## src/rtl/flip_flop_bank.sv

```systemverilog
// WIDTH-bit bank of flip-flops with a mode-selected next-state function, parity Z and wrap pulse.
// Optional macro FLIP_FLOP_BANK_SATURATE_EN: count up/down saturates instead of wrapping.
module flip_flop_bank #(
  parameter int WIDTH     = 2,
  parameter int RESET_VAL = 0
) (
  input  logic             clk,
  input  logic             rst,
  input  logic             en,
  input  logic [2:0]       mode,
  input  logic [WIDTH-1:0] din,
  output logic [WIDTH-1:0] Q,
  output logic             Z,
  output logic             wrap
);

  typedef enum logic [2:0] {
    MODE_HOLD   = 3'b000,
    MODE_LOAD   = 3'b001,
    MODE_TOGGLE = 3'b010,
    MODE_SHL    = 3'b011,
    MODE_SHR    = 3'b100,
    MODE_UP     = 3'b101,
    MODE_DOWN   = 3'b110,
    MODE_CLEAR  = 3'b111
  } mode_t;

  localparam logic [WIDTH-1:0] RST_Q = WIDTH'(RESET_VAL);
  localparam logic [WIDTH-1:0] ZERO  = {WIDTH{1'b0}};
  localparam logic [WIDTH-1:0] ONES  = {WIDTH{1'b1}};
  localparam logic [WIDTH-1:0] ONE   = {{(WIDTH-1){1'b0}}, 1'b1};

  // High when the vector holds an even number of ones.
  function automatic logic even_parity(input logic [WIDTH-1:0] v);
    return ~(^v);
  endfunction

  logic [WIDTH-1:0] q_r;
  logic             wrap_r;
  logic [WIDTH-1:0] q_next_s;
  logic             wrap_next_s;

  // Next-state and wrap-detect logic; unknown modes poison Q until reset.
  always_comb begin
    q_next_s    = q_r;
    wrap_next_s = 1'b0;
    if (en) begin
      case (mode_t'(mode))
        MODE_HOLD:   q_next_s = q_r;
        MODE_LOAD:   q_next_s = din;
        MODE_TOGGLE: q_next_s = q_r ^ din;
        MODE_SHL:    q_next_s = {q_r[WIDTH-2:0], din[0]};
        MODE_SHR:    q_next_s = {din[WIDTH-1], q_r[WIDTH-1:1]};
        MODE_UP: begin
          if (q_r == ONES) begin
            wrap_next_s = 1'b1;
`ifdef FLIP_FLOP_BANK_SATURATE_EN
            q_next_s    = ONES;
`else
            q_next_s    = ZERO;
`endif
          end else begin
            q_next_s    = q_r + ONE;
          end
        end
        MODE_DOWN: begin
          if (q_r == ZERO) begin
            wrap_next_s = 1'b1;
`ifdef FLIP_FLOP_BANK_SATURATE_EN
            q_next_s    = ZERO;
`else
            q_next_s    = ONES;
`endif
          end else begin
            q_next_s    = q_r - ONE;
          end
        end
        MODE_CLEAR:  q_next_s = ZERO;
        default: begin
          q_next_s    = {WIDTH{1'bx}};
          wrap_next_s = 1'b0;
        end
      endcase
    end else begin
      q_next_s    = q_r;
      wrap_next_s = 1'b0;
    end
  end

  // State and wrap registers with asynchronous reset.
  always_ff @(posedge clk or posedge rst) begin
    if (rst) begin
      q_r    <= RST_Q;
      wrap_r <= 1'b0;
    end else begin
      q_r    <= q_next_s;
      wrap_r <= wrap_next_s;
    end
  end

  assign Q    = q_r;
  assign wrap = wrap_r;
  assign Z    = even_parity(q_r);

endmodule

```

## config.mk

```make
export PLATFORM = sky130hd
export DESIGN_NAME = flip_flop_bank
export DESIGN_NICKNAME = d
export VERILOG_FILES = /design/src/rtl/flip_flop_bank.sv
export SDC_FILE = /design/constraint.sdc
export NUM_CORES = 1
export LEC_CHECK = 0
export CORE_AREA = 2 2 39 41
export CTS_CLUSTER_DIAMETER = 150
export DETAILED_ROUTE_END_ITERATION = 12
export DIE_AREA = 0 0 41 43
export GPL_ROUTABILITY_DRIVEN = 0
export PLACE_DENSITY_LB_ADDON = 0.05
export SYNTH_ARGS = -nofsm -noshare
export SYNTH_HDL_FRONTEND = slang
export SYNTH_SLANG_ARGS = --single-unit
```

## constraint.sdc

```tcl
create_clock -name clk -period 2.4 [get_ports clk]
set_input_delay 0.6 -clock clk [delete_from_list [all_inputs] [get_ports clk]]
set_output_delay 0.6 -clock clk [all_outputs]
set_load 0.05 [all_outputs]
```

* Word level (Yosys, flattened, before mapping) *
Cells that the tools add are included.

storage, ports and cells
  register bits = 3
  logic and storage cells = 26

operators by class
  bitwise gates (word level) = 3
  multiplexer cells = 7
  equal/unequal tests = 8
  reductions and logical operators = 4
  add/subtract/negate cells = 2

operators with widths
  operator             count
  $pmux 2 s7           1
  $eq 3x3->1 const B   4
  $eq 3x2->1 const B   2
  $mux 2               2
  $eq 3x1->1 const B   1
  $logic_not 3->1      1
  $mux 1               3
  $add 2x1->2 const B  1
  $eq 2x2->1 const B   1
  $logic_not 2->1      1
  $not 1->1            2
  $pmux 1 s2           1
  $reduce_and 2->1     1
  $reduce_xor 2->1     1
  $sub 2x1->2 const B  1
  $xor 2x2->2          1

* Longest topological paths before layout *
Gate-level depths: netlist of the first run.

  depth after elaboration = 4
  depth in mapped cells = 6
  gate-level depth less buffers = 6

* Least setup slack after synthesis of the first run *
No wires, ideal clock.

  kind = reg-to-output
  start = register q_r[0] (netlist: Q[0])
  end = output Z
  stages on the path, launching flop included = 4
  path buffers = 0
  setup slack = 0.325 ns
  arrival time = 1.475 ns
  cell sequence = dfrtp_1 -> inv_1 -> ha_1 -> inv_1

between the ends
  word-level cells in the longest chain between the ends = 2

RTL lines
  what                    line  text
  start, declared         38    logic [WIDTH-1:0] q_r;
  start signal, assigned  96    q_r <= q_next_s;
  $reduce_xor 2->1        35    return ~(^v);
  $not 1->1               35
  end, declared           13    output logic Z,

Every way passes these cells.

* Worst setup path after layout of the first run *
  start = register q_r[0] (netlist: Q[0])
  end = output Q[0]

RTL lines
  what           line  text
  end, declared  12    output logic [WIDTH-1:0] Q,

No word-level cell between the ends.

==> results.tsv, run 1 <==
stage	metric	value	unit
timing	Slew headroom	67.31	%
timing	final critical-path required period	2161	ps
yosys	syn_nets	50	
power_and_ir_drop	leakage	0.2177	nW
timing	TNS Setup	0	ps
run_status	status	finished clean	
detailed_routing	vias post-DR	357	
clock_tree	TritonCTS clock tree	built	
global_routing	GRT busiest layer	met2	
yosys	main combinational cell family by area after synthesis	compound AO/OA/AOI/OAI gates	
clock_tree	htree depth	1	
floorplanning	Rows	14	
clock_tree	postcts setup bufs	0	
yosys	mean area per synthesized cell	8.320	um2
cells_and_area	# diodes	0	
placement	post-DP HPWL	611.2	um
timing	final cycle utilization of the critical path	90.03	%
cells_and_area	fraction of final layout cells sized beyond drive strength 1	20.37	%
global_routing	gr usage total	12.24	%
critical_path	critical path's top delay family	buffers and inverters	
floorplanning	die area	0.001763	mm2
timing	hold_ws	529.6	ps
yosys	area leader, netlist	dfrtp_1	
global_routing	GRT overflow	0	
yosys	Synth Register Bits	3	
clock_tree	CTS root buf	clkbuf_4	
timing	RSZ-0062 raised after global routing	no	
detailed_routing	final wirelength	829	um
critical_path	crit-path cells	clkdlybuf4s50_1	
floorplanning	initial core utilization	24.05	%
clock_tree	PostCTS Resize Cnt	0	
critical_path	CP Launch Type	register	
yosys	ys flop type	dfrtp_1	
worst_hold_path	class of the worst hold path	input pin to asynchronous set/reset pin	
clock_tree	Clock transition at path regs	40	ps
floorplanning	I/O pin total	12	
yosys	Post-synth EDFFs	0	
timing	fin. max-slew vios	0	
floorplanning	chip width	41	um
critical_path	Worst EP arrival	1560	ps
detailed_routing	number of remaining DRC errors	0	
clock_tree	maximum clock insertion buffer count	2	
timing	Setup violations, final	0	
global_routing	GRT met1 Usage	14.10	%
power_and_ir_drop	share of power burned in registers	22.1	%
global_routing	met2 Track Usage GR	17.81	%
timing	Worst Max-Slew Pin Slew	488.8	ps
detailed_routing	ANT nets after route	0	
global_routing	met3 Use GR	1.571	%
yosys	xor/xnor share of the synthesized area	2.632	%
yosys	multiplexer area fraction after synthesis	3.008	%
yosys	Async S/R FF share, synth	100.0	%
detailed_routing	routed len/inst	11.84	um
flow_run	Max-Cap Viols	0	
yosys	sequential-to-total area share from yosys stat	22.56	%
critical_path	CP Class	register to primary output	
global_routing	pin count of the biggest net entering global routing	13	
detailed_routing	DR vias/cell	5.100	
yosys	synth warn	0	
critical_path	CP max-delay cell	clkdlybuf4s50_1	
global_routing	initial antenna violation count	0	
clock_tree	CTS sink count	3	
power_and_ir_drop	power per cell area	621.7	mW/mm2
clock_tree	Skew-Pair Late Insertion Delay	230	ps
cells_and_area	Final Cell Area	491.7	um2
timing	Hold Violations, Final	0	
power_and_ir_drop	worst vdd ir	0.2027	mV
clock_tree	number of clock buffers inserted by TritonCTS	3	
power_and_ir_drop	power share of the clock group	29.0	%
yosys	share of the synthesized area in the top cell type	22.56	%
floorplanning	core area	0.001384	mm2
detailed_routing	Initial DRC Count	11	
floorplanning	DIE HEIGHT	43	um
power_and_ir_drop	Power Internal	0.1864	mW
power_and_ir_drop	Switch Pwr	0.1193	mW
yosys	cell with the most instances after synthesis	inv_1	
critical_path	CP Buf/Inv Count	1	
yosys	Simple-Gate Fraction of Synth Area	23.68	%
power_and_ir_drop	combinational power share	48.9	%
yosys	Gate Count Post-Synth	40	
critical_path	slowest stage delay, CP	850	ps
placement	DP Area	465.4	um2
global_routing	vias in the first global route	362	
cells_and_area	fill cell count	151	
critical_path	Crit. End Element	primary output	
clock_tree	hold_buf cts	0	
detailed_routing	Pre-antenna DRT Iters	4	
global_routing	first-pass GRT wire length	1393	um
yosys	Netlist cell types	26	
cells_and_area	Synth-to-Final Area Change	47.74	%
timing	Worst Skew	0.7888	ps
yosys	adder-cell share of the synthesized area	7.519	%
critical_path	Crit Path Max Fanout	7	
yosys	Synth Area in Compound Gates	29.32	%
critical_path	Critical Path RT	1800	ps
yosys	Synth top cells by count	inv_1 (5), dfrtp_1 (3), nand2_1 (3), o21ai_0 (3)	
power_and_ir_drop	Sw Ratio	39.02	%
yosys	Synth Cell Area	332.8	um2
yosys	Synth area leaders	dfrtp_1 (23%), ha_1 (7.5%), inv_1 (5.6%)	
placement	port buffer count	11	
cells_and_area	number of nets in the layout	65	
timing	fmax	462.8	MHz
cells by family after synthesis:
logic type | after synthesis
xor gates and xnor gates | 1
and+or+nand+nor | 12
DFF | 3
buffers and inverters | 8
muxes | 1
adders and majority gates | 2
AOI/OAI and AO/OA | 13
final timing paths:
kind	from	endpoint	slack (ps)	cells past startpoint
min reg2reg	Q[0]	Q[0]	680	2
min	rst	Q[0]	530	2
max	Q[0]	Q[0]	240	1
max in group asynchronous	rst	wrap	1740	2
max reg2reg	Q[0]	Q[1]	840	6
min in group clk	Q[0]	Q[0]	680	2
final cells by class:
class	count	area, um2	share of cell area, %
inverters	6	22.52	4.580
multi-input cells	29	220.2	44.78
clock buffers	4	26.28	5.344
well taps	16	20.02	4.071
repair buffers	12	127.6	25.95
flip-flops and latches	3	75.07	15.27
metrics by stage:
step | worst slack [ps] | instances | util (%) | power (mW)
after floorplan | 325.2 | 40 | - | 0.1563
after global placement | 369.2 | 66 | 33.63 | 0.2184
after detailed placement | 361.3 | 66 | 33.63 | 0.2187
after CTS | 214.5 | 70 | 35.53 | 0.3134
after global routing | 170.7 | 70 | 35.53 | 0.3297
final | 239.3 | 70 | 35.53 | 0.3057
power groups by stage:
stage / Combinational [mW] / Sequential (mW) / Clock [mW]
2_1_floorplan: 0.0707 / 0.0856 / 0
3_3_place_gp: 0.150 / 0.0681 / 0
3_5_place_dp: 0.150 / 0.0684 / 0
4_1_cts: 0.151 / 0.0678 / 0.0947
5_1_grt: 0.161 / 0.0688 / 0.100
6_report: 0.150 / 0.0676 / 0.0885
placed cells by master (no fill, tap or decap), types with 2 or more instances in the layout:
cell,instances
clkdlybuf4s50_1,10
o31ai_1,2
o22ai_1,2
ha_1,2
nor3b_1,2
inv_1,5
o21ai_0,3
dfrtp_1,3
nand2_1,3
clkbuf_4,3
state kept, by name, summed over array words and instances (netlist names):
signal  count
wrap        1
Q           2
routing by layer:
metal	routed length, um	share of wire, %
met1	362	44
met2	420	51
met3	45	5.4
met4	0	0
met5	0	0
No activity file was read; power rests on OpenSTA's default activity.
==> inputs of run 2 (changes only) <==
Settings changed: GPL_ROUTABILITY_DRIVEN 0 to 1.
==> results of run 2 <==
The final DEF is identical to that of run 1; final timing and power are the same.
==> inputs of run 3 (changes only) <==
Settings changed: CAP_MARGIN set to 25.
==> results of run 3 <==
The final DEF is identical to that of run 1; final timing and power are the same.
